==> src/rtl/rtc_register_file.sv <==
// rtl/rtc_register_file.sv - RTC register file: auto-increment pointer, time window, NVRAM, ID bytes
// Optional feature macro: RTC_SNAPSHOT_EN (coherent time shadow captured on snap)
module rtc_register_file #(
  parameter int         ADDR_W    = 6,
  parameter int         TIME_REGS = 8,
  parameter logic [7:0] ID0       = 8'h5A,
  parameter logic [7:0] ID1       = 8'h58
) (
  input  logic                   clk,
  input  logic                   rst,
  input  logic                   ptr_load,
  input  logic [ADDR_W-1:0]      ptr_data,
  input  logic                   wr_en,
  input  logic [7:0]             data_in,
  input  logic                   rd_ack,
  input  logic                   snap,
  input  logic [8*TIME_REGS-1:0] time_live,
  output logic [7:0]             data_out,
  output logic [ADDR_W-1:0]      ptr,
  output logic                   time_wr,
  output logic [ADDR_W-1:0]      time_wr_addr,
  output logic [7:0]             time_wr_data
);

  localparam int                DEPTH    = 2 ** ADDR_W;
  localparam logic [ADDR_W-1:0] TIME_END = ADDR_W'(TIME_REGS);
  localparam logic [ADDR_W-1:0] NV_LAST  = ADDR_W'(DEPTH - 3);
  localparam logic [ADDR_W-1:0] ID0_ADDR = ADDR_W'(DEPTH - 2);
  localparam logic [ADDR_W-1:0] ID1_ADDR = ADDR_W'(DEPTH - 1);

  logic [ADDR_W-1:0] ptr_next;
  logic              wr_time;
  logic              wr_nv;
  logic [7:0]        rd_data;
  logic [7:0]        nvram     [DEPTH];
  logic [7:0]        time_view [DEPTH];

  // A load wins over any increment; write and ack together still advance only once
  always_comb begin
    ptr_next = ptr;
    if (ptr_load)
      ptr_next = ptr_data;
    else if (wr_en || rd_ack)
      ptr_next = ptr + 1'b1;
  end

  assign wr_time = wr_en && !ptr_load && (ptr < TIME_END);
  assign wr_nv   = wr_en && !ptr_load && (ptr >= TIME_END) && (ptr <= NV_LAST);

  always_ff @(posedge clk or posedge rst) begin
    if (rst) begin
      ptr          <= '0;
      time_wr      <= 1'b0;
      time_wr_addr <= '0;
      time_wr_data <= '0;
    end else begin
      ptr     <= ptr_next;
      time_wr <= wr_time;
      if (wr_time) begin
        time_wr_addr <= ptr;
        time_wr_data <= data_in;
      end
    end
  end

  // Battery-backed contents survive reset
  always_ff @(posedge clk) begin
    if (wr_nv)
      nvram[ptr] <= data_in;
  end

`ifdef RTC_SNAPSHOT_EN
  logic [7:0] shadow [TIME_REGS];

  always_ff @(posedge clk or posedge rst) begin
    if (rst) begin
      for (int k = 0; k < TIME_REGS; k++)
        shadow[k] <= '0;
    end else if (snap) begin
      for (int k = 0; k < TIME_REGS; k++)
        shadow[k] <= (wr_time && ptr == ADDR_W'(k)) ? data_in : time_live[8*k +: 8];
    end
  end

  for (genvar k = 0; k < DEPTH; k++) begin : g_view
    if (k < TIME_REGS) begin : g_time
      assign time_view[k] = shadow[k];
    end else begin : g_pad
      assign time_view[k] = '0;
    end
  end
`else
  logic unused_snap;
  assign unused_snap = snap;

  for (genvar k = 0; k < DEPTH; k++) begin : g_view
    if (k < TIME_REGS) begin : g_time
      assign time_view[k] = time_live[8*k +: 8];
    end else begin : g_pad
      assign time_view[k] = '0;
    end
  end
`endif

  always_comb begin
    rd_data = '0;
    if (ptr_next < TIME_END)
      rd_data = time_view[ptr_next];
    else if (ptr_next == ID0_ADDR)
      rd_data = ID0;
    else if (ptr_next == ID1_ADDR)
      rd_data = ID1;
    else
      rd_data = nvram[ptr_next];
  end

  always_ff @(posedge clk or posedge rst) begin
    if (rst)
      data_out <= '0;
    else
      data_out <= rd_data;
  end

endmodule

==> config.mk <==
export PLATFORM = sky130hd
export DESIGN_NAME = rtc_register_file
export DESIGN_NICKNAME = d
export VERILOG_FILES = /design/src/rtl/rtc_register_file.sv
export SDC_FILE = /design/constraint.sdc
export NUM_CORES = 1
export LEC_CHECK = 0
export BUFFER_PORTS_ARGS = -buffer_cell sky130_fd_sc_hd__buf_2
export CAP_MARGIN = 20
export CORE_ASPECT_RATIO = 1.25
export CORE_MARGIN = 8
export CORE_UTILIZATION = 40
export DETAILED_ROUTE_END_ITERATION = 12
export SYNTH_ARGS = -nofsm -noshare
export SYNTH_HDL_FRONTEND = slang
export SYNTH_SLANG_ARGS = --single-unit
==> constraint.sdc <==
create_clock -name clk -period 2.7 [get_ports clk]
set_input_delay 0 -clock clk [delete_from_list [all_inputs] [get_ports clk]]
set_output_delay 0 -clock clk [all_outputs]
set_load 0.02 [all_outputs]
==> Yosys cells after proc, flatten, opt, wreduce, memory -nomap -nowiden <==
Memory sizes are Yosys's and may differ from the RTL's.
Index checks and enable logic that the tools add are counted.
{ "word_totals": {"ramBits": 512, "mem_count": 1, "register_bits": 29, "wordCells": 31} }
{ "mem_list": {"columns": ["memory", "depth", "width", "rd", "rd_ports_with_merged_regs", "wr", "line", "source"], "rows": [
  ["nvram", 64, 8, 1, 0, 1, "35", "logic [7:0] nvram [DEPTH];"]
]} }
{ "op_classes": {"n_eq_ne": 2, "n_bitwise": 1, "addsub": 1, "reduce_logical": 6, "n_mux": 10, "order_cmp": 5} }
{ "op_table": {"columns": ["cell", "count"], "rows": [
  ["binary-select mux 8 bit (select 6 bit)", 1],
  ["2-to-1 mux 8 bit", 5],
  ["== test 6 bit (second input constant)", 2],
  ["less-than comparator 6 x 4 -> 1 bit (second input constant)", 2],
  ["2-to-1 mux 6 bit", 2],
  ["greater-or-equal comparator 7 bit (second input constant)", 1],
  ["inverter 6 -> 7 bit", 1],
  ["adder 6 x 1 -> 6 bit (second input constant)", 1],
  ["greater-or-equal comparator 6 x 4 -> 1 bit (second input constant)", 1],
  ["<= comparator 6 bit (second input constant)", 1],
  ["logical AND 1 bit", 4],
  ["2-to-1 mux 1 bit", 2],
  ["zero test 1 bit", 1],
  ["logical OR 1 bit", 1]
]} }

==> Logic depth before layout (Yosys ltp) <==
Gate-level depths: netlist of the first run.
{ "logic_depth": {"depth_word": 8, "mapped_depth": 14, "ltp_nobuf": 11} }

==> Worst setup path before layout of the first run <==
Ideal clock, no wire load.
{ "synth_path": {"kind": "reg-to-reg", "from": "reg ptr[1]", "to": "reg data_out[1]", "stages_incl_launch_ff": 13, "setup_slack_ns": -0.200, "period_less_slack_ns": 2.900, "required_time_ns": 2.580, "arrival_time_ns": 2.780, "cell_sequence": "dfrtp_1 inv_1 ha_1 o21a_1 o31ai_4 inv_2 buf_6 mux2_4 a221oi_2 a221oi_1 a2111oi_0 a21oi_1 o211a_1"} }
{ "synth_via": {"elab_chain_cells": 8, "elab_cells_between_ends": 14} }
{ "synth_rtl": {"columns": ["item", "line", "source"], "rows": [
  ["from (decl)", "19", "output logic [ADDR_W-1:0] ptr,"],
  ["from (signal assigned)", "57", "ptr <= ptr_next;"],
  ["adder 6 x 1 -> 6 bit", "44", "ptr_next = ptr + 1'b1;"],
  ["2-to-1 mux 6 bit (*)", "43", "else if (wr_en || rd_ack)"],
  ["2-to-1 mux 6 bit (*)", "41", "if (ptr_load)"],
  ["parallel branches: the longest is 4 deep, another holds memory (64 x 8 bit)", null, null],
  ["2-to-1 mux 8 bit (*)", "107", "if (ptr_next < TIME_END)"],
  ["via rd_data[1]", "34", "logic [7:0] rd_data;"],
  ["to (signal assigned)", "121", "data_out <= rd_data;"],
  ["to (decl)", "18", "output logic [7:0] data_out,"]
]} }
Mark *: on every way through the listed nets, which the timed path passes. The select of a mux whose other input is x is not followed.
A chain may end at the register's enable or synchronous reset.

==> Worst setup path in the final report of the first run <==
{ "layout_path": {"from": "reg ptr[0]", "to": "reg data_out[7]"} }
The elaborated chain is that of the path after synthesis.

==> impl_metrics.yaml, run 1 <==
placed_design:
  gp_congestion: 0.933
  hpwl_um: 43200
  io_buffers: 111
  place_area_mm2: 0.0227
die:
  dieArea_mm2: 0.0567
  io_pins: 113
  core_mm2: 0.0490
  fp.dieW_um: 214
  die_y_um: 264
  row_count: 91
  initial_core_util_pct: 40.2
setup_path:
  crit_required_ns: 3.15
  setup.worst_path.start: "ptr[0]$_DFF_PP0_"
  path_cells: "inv_2 -> ha_4 -> o21a_1 -> o31ai_4 -> buf_6 -> bufbuf_16 -> a2111oi_4 -> a31oi_1 -> and3_1 -> a2111o_1 -> a211o_1"
  critPathMaxFanout: 20
  crit_arrival_ns: 3.25
  end_kind: "flop"
  r2r-start: "ptr[0]$_DFF_PP0_"
  slowest_delay_ns: 0.42
  cp-start-kind: "flop"
  critical-path-slowest-cell: "dfrtp_2"
  crit_type: "reg -> reg"
global_routing:
  grt_start_max_net_pins: 57
  grt_pass1_wl_um: 93100
  grt_pass1_vias: 14100
  antenna_found_initial: 1
  grt.total_usage_pct: 21.8
  overflow: 0
routing:
  drt_wl_total_um: 64600
  vias_per_cell: 5.72
  dr_total_vias: 14200
  drt-initial-drc-count: 1719
  drt-wirelength-per-cell_um: 26.0
  ant_nets: 0
  drc: 0
  drtPass1Iterations: 6
layout:
  area_growth_pct: 28.9
  nets: 1890
  post-route-util_pct: 51.8
  design_area_mm2: 0.0254
  mostFrequentLayoutCells: "439 x edfxtp_1, 334 x nand2_1, 202 x buf_4"
  nFillCells: 4135
  layout_commonest_cell: "edfxtp_1"
  antenna_cells: 0
  drive_above_1_share_pct: 32.2
timing:
  min_period_ns: 2.80
  worstMarginPinSlew_ns: 1.00
  fin_ws_ns: -0.102
  rsz0062_at_grt: "yes"
  fin_crit_sh_pct: 104
  finalHoldViolCount: 2
  max_freq_ghz: 0.357
  drv_slew: 0
  holdWs_ns: -0.00203
  setup_viol: 6
  skew_ns: 0.0170
  relSlewSlack_pct: 32.8
yosys:
  syn_area_mm2: 0.0197
  yosys.area_share.adder_pct: 0.254
  ys.flop_type: "edfxtp_1"
  avgSynthCellArea_um2: 13.4
  synth_top_family_by_area: "simple AND/OR/NAND/NOR gates"
  synth_compound_area_share_pct: 7.15
  ys_seq_area_share_pct: 70.6
  synth_edf_count: 439
  syn_inst: 1467
  synth_mux_area_share_pct: 5.68
  yosys.area.top_type: "edfxtp_1"
  synth_top_area_share_pct: 66.9
  synth_xor_area_share_pct: 0.229
  ys_types: 78
  synth_seq_cells: 468
  yosysWarningCount: 0
  synth-simple-area-share_pct: 13.7
  synth-async-reset-ratio_pct: 6.20
  synthTopCellsByArea: "edfxtp_1 67%, nand2_1 6.5%, dfrtp_1 3.7%"
  synth_nets: 1555
power_and_ir_drop:
  power_leakage_nw: 9.24
  p_per_area_mw_per_mm2: 719
  irDropWorstVdd_v: 0.000470
min_path:
  hold_start: "data_in[4]"
  hp-class: "in -> reg"
cts:
  cts_sinks: 468
  cts-htree-levels: 2
  clkTransAtPathRegs_ns: 0.07
  ctsRootBufferMaster: "clkbuf_16"
  numCtsBuffers: 44
  worstSkewPairLatency_ns: 0.56
  cts_tree: "done"
  clk_path_buf_depth: 3
outcome:
  status: "finished, violations left"
  failed_checks: "hold timing, setup timing"
job:
  cap_viol_max_count: 0
## registers in the layout, summed over array words and instances, names as in the netlist
name / cells
data_out: 8
nvram: 439
time_wr: 1
ptr: 6
time_wr_addr: 6
time_wr_data: 8
## through the flow
stage	TNS [ns]	hold slack [ns]	total power [W]	setup slack, ns	cells
detailed placement	-1.85	0.134	0.0115	-0.330	2363
floorplan	-0.0771	0.0780	0.00983	-0.0387	1467
finish	-0.369	-0.00203	0.0182	-0.102	2488
CTS	-0.473	0.0104	0.0180	-0.122	2466
global route	-0.998	0.0119	0.0188	-0.200	2488
global placement	-1.70	0.124	0.0115	-0.294	2363
## synthesized netlist by cell type (all sizes together), types with 3 or more instances
library cell,instances
o21a,6
nand2,339
o211ai,5
mux4,19
mux2i,63
o2111ai,5
nor2b,4
a32o,4
a32oi,20
dfrtp,29
nand4,21
nor4b,7
inv,10
a31o,3
a211oi,6
nand3,112
and3,10
o22ai,4
edfxtp,439
mux2,5
nand2b,3
nor3,12
o31ai,3
clkbuf,29
buf,60
nor2,87
o21ai,15
a21o,3
a221oi,11
a311oi,3
a31oi,20
and2,7
a22o,6
ha,4
xor2,3
a2111oi,3
a21oi,40
clkinv,3
a22oi,12
## critical path: cells and delay by family (launching register included)
| family | cells | cell delay (ns) |
|---|---|---|
| compound gates | 6 | 1.29 |
| fa+ha+maj | 1 | 0.26 |
| buf+inv | 3 | 0.56 |
| flops | 1 | 0.42 |
| simple gates | 1 | 0.16 |
## worst paths after layout
kind / endpoint / slack (ns) / cells after the start
max: data_out[7]$_DFF_PP0_ / -0.10 / 11
min: time_wr_data[4]$_DFFE_PP0P_ / -0.002 / 3
max reg2reg: data_out[7]$_DFF_PP0_ / -0.10 / 11
min reg2reg: time_wr_data[7]$_DFFE_PP0P_ / 0.47 / 2
max in group asynchronous: ptr[2]$_DFF_PP0_ / 2.25 / 4
min in group asynchronous: time_wr_data[7]$_DFFE_PP0P_ / 0.10 / 4
## cell type report
| class | count | area, um^2 | share of cell area [%] |
|---|---|---|---|
| clock buffers | 55 | 1180 | 4.66 |
| clock inverters | 26 | 275 | 1.08 |
| well taps | 651 | 815 | 3.21 |
| flip-flops and latches | 468 | 13900 | 54.8 |
| inverters | 13 | 81.3 | 0.320 |
| repair buffers | 377 | 3150 | 12.4 |
| multi-input cells | 897 | 5950 | 23.4 |
| repair inverters | 1 | 11.3 | 0.0444 |
## repair_timing
| action | in CTS | in global routing |
|---|---|---|
| buffers inserted | 19 | 19 |
| endpoints found under the setup margin | 16 | 228 |
| hold buffers | 4 | 1 |
| cloned | 3 | 3 |
| gates resized for setup | 83 | 89 |
| pin swaps | 36 | 31 |
| hold endpoints to repair | 71 | 7 |
## report_power, final
| group | internal [W] | switching (W) | leakage, nW |
|---|---|---|---|
| combinational | 0.00156 | 0.00218 | 4.23 |
| clock | 0.00361 | 0.00271 | 0.702 |
| sequential | 0.00808 | 0.000114 | 4.30 |
## layer usage
layer | wire (um) | global-route usage, % | up-vias
li1 | - | - | 6206
met1 | 26000 | 29.0 | 7095
met2 | 30100 | 34.9 | 766
met3 | 5720 | 4.15 | 157
met4 | 2800 | 8.94 | 0
met5 | 0 | 0 | -
## cells by family (layout without fill, tap and decap cells)
family	Yosys count	count (layout)
and+or+nand+nor	615	615
DFF	468	468
AOI/OAI and AO/OA	188	188
buffers and inverters	102	472
muxes	87	87
adders and majority gates	4	4
xor gates and xnor gates	3	3
No activity file was read; power rests on OpenSTA's default activity.
==> run 2, diff against run 1 <==
- CTS_BUF_LIST: default -> sky130_fd_sc_hd__clkbuf_4
==> run 2 against run 1 <==
The run ends with setup timing left; final area grew 0.74%; maximum frequency shrank 2.6%; setup slack lost 0.076 ns; sequential share of layout area shrank 0.40 points; core utilization grew 0.38 points.
==> impl_metrics.yaml, run 2 (synthesized netlist as in run 1, its figures left out) <==
power_and_ir_drop:
  irDropWorstVdd_v: 0.000311
  sequentialPowerShare_pct: 46.5
  p_per_area_mw_per_mm2: 688
  internal_power_w: 0.0126
  power_frac_clock_pct: 33.3
  power_leakage_nw: 9.50
  p_comb_share_pct: 20.2
  switching_power_w: 0.00499
  totalPowerFinal_w: 0.0176
  swShare_pct: 28.3
cts:
  numCtsBuffers: 112
  cts_sinks: 468
  cts_tree: "done"
  cts-htree-levels: 3
  worstSkewPairLatency_ns: 0.86
  ctsRootBufferMaster: "clkbuf_4"
  clkTransAtPathRegs_ns: 0.08
  clk_path_buf_depth: 3
layout:
  top_register: "nvram"
  drive_above_1_share_pct: 32.9
  mostFrequentLayoutCells: "439 x edfxtp_1, 335 x nand2_1, 195 x buf_4"
  layout_commonest_cell: "edfxtp_1"
  top_regs: "nvram (439), data_out (8), time_wr_data (8)"
  nets: 2011
  area_growth_pct: 29.8
  largest_reg_flops: 439
global_routing:
  grt_pass1_wl_um: 94900
  grt_start_max_net_pins: 57
  overflow: 0
  grt_pass1_vias: 14800
  grt.total_usage_pct: 22.3
  antenna_found_initial: 3
outcome:
  status: "finished, violations left"
  failed_checks: "setup timing"
setup_path:
  slowest_delay_ns: 0.45
  crit_type: "reg -> reg"
  cp.buffers_inverters: 3
  cp-start-kind: "flop"
  crit_arrival_ns: 3.61
  critPathMaxFanout: 11
  path_cells: "inv_4 -> ha_4 -> o21a_1 -> o31ai_4 -> clkinv_2 -> buf_12 -> and2_4 -> a2111oi_4 -> a31oi_1 -> and3_1 -> a2111o_1 -> a211o_1"
  critical-path-slowest-cell: "dfrtp_2"
  crit_family: "compound AO/OA/AOI/OAI gates"
  crit_required_ns: 3.43
  end_kind: "flop"
die:
  core_mm2: 0.0490
  initial_core_util_pct: 40.2
  dieArea_mm2: 0.0567
  die_y_um: 264
  io_pins: 113
  fp.dieW_um: 214
  row_count: 91
timing:
  fin_ws_ns: -0.178
  finalHoldViolCount: 0
  final.setup.tns_ns: -0.801
  skew_ns: 0.0819
  max_freq_ghz: 0.347
  setup_viol: 8
  rsz0062_at_grt: "yes"
  fin_crit_sh_pct: 107
  drv_slew: 0
  worstMarginPinSlew_ns: 0.952
  relSlewSlack_pct: 36.5
  min_period_ns: 2.88
  holdWs_ns: 0.0452
placed_design:
  hpwl_um: 43200
  dpl_worst_slack_ns: -0.330
  gp_congestion: 0.933
  io_buffers: 111
routing:
  vias_per_cell: 5.51
  drt-wirelength-per-cell_um: 24.2
  drc: 0
  drt_wl_total_um: 64600
  drtPass1Iterations: 8
  drt-initial-drc-count: 1711
  dr_total_vias: 14700
  ant_nets: 0
min_path:
  hp-class: "in -> reg"
job:
  cap_viol_max_count: 0
## run 2: layer usage
| metal | vias up | global-route usage [%] | wire [um] |
|---|---|---|---|
| li1 | 6525 | - | - |
| met1 | 7227 | 28.1 | 25300 |
| met2 | 793 | 36.2 | 30900 |
| met3 | 148 | 5.07 | 5750 |
| met4 | 0 | 10.6 | 2650 |
| met5 | - | 0 | 0 |
## run 2: power groups by stage
stage / combinational (W) / clock (W) / sequential, W
2_1_floorplan: 0.00138 / 0 / 0.00845
3_3_place_gp: 0.00312 / 0 / 0.00835
3_5_place_dp: 0.00315 / 0 / 0.00834
4_1_cts: 0.00339 / 0.00599 / 0.00819
5_1_grt: 0.00375 / 0.00632 / 0.00820
6_report: 0.00356 / 0.00585 / 0.00819
## run 2: area by class of cell
class                   instances  area [um^2]
fillers                      4144        23400
diodes                          3         7.51
multi-input cells             897         5710
repair buffers                431         3580
inverters                      13         72.6
clock buffers                 176         1320
flip-flops and latches        468        13900
well taps                     651          815
clock inverters                27          151
## run 2: what timing repair did
action | 4_1_cts | 5_1_grt
hold endpoints to repair | 473 | 0
setup buffers | 5 | 4
pin swaps | 6 | 18
endpoints found under the setup margin | 31 | 175
gates cloned | 0 | 1
hold buffers | 86 | 0
resized for setup | 41 | 71
## run 2: final timing paths
kind	startpoint	end	slack [ns]	cells after the start
setup / recovery	ptr[1]$_DFF_PP0_	data_out[7]$_DFF_PP0_	-0.18	12
hold / removal	data_in[1]	nvram[13][1]$_DFFE_PP_	0.05	2
setup reg to reg	ptr[1]$_DFF_PP0_	data_out[7]$_DFF_PP0_	-0.18	12
hold reg to reg	time_wr_addr[1]$_DFFE_PP0P_	time_wr_addr[1]$_DFFE_PP0P_	0.47	2
max in group asynchronous	rst	data_out[6]$_DFF_PP0_	1.98	5
min in group asynchronous	rst	time_wr_data[5]$_DFFE_PP0P_	0.33	5
## run 2: per-stage QoR
step                utilization [%]  cell area, um^2  instances
floorplan                         -            19700       1467
global placement               46.3            22700       2363
detailed placement             46.3            22700       2363
CTS                            51.4            25200       2656
global route                   52.2            25600       2664
finish                         52.2            25600       2666
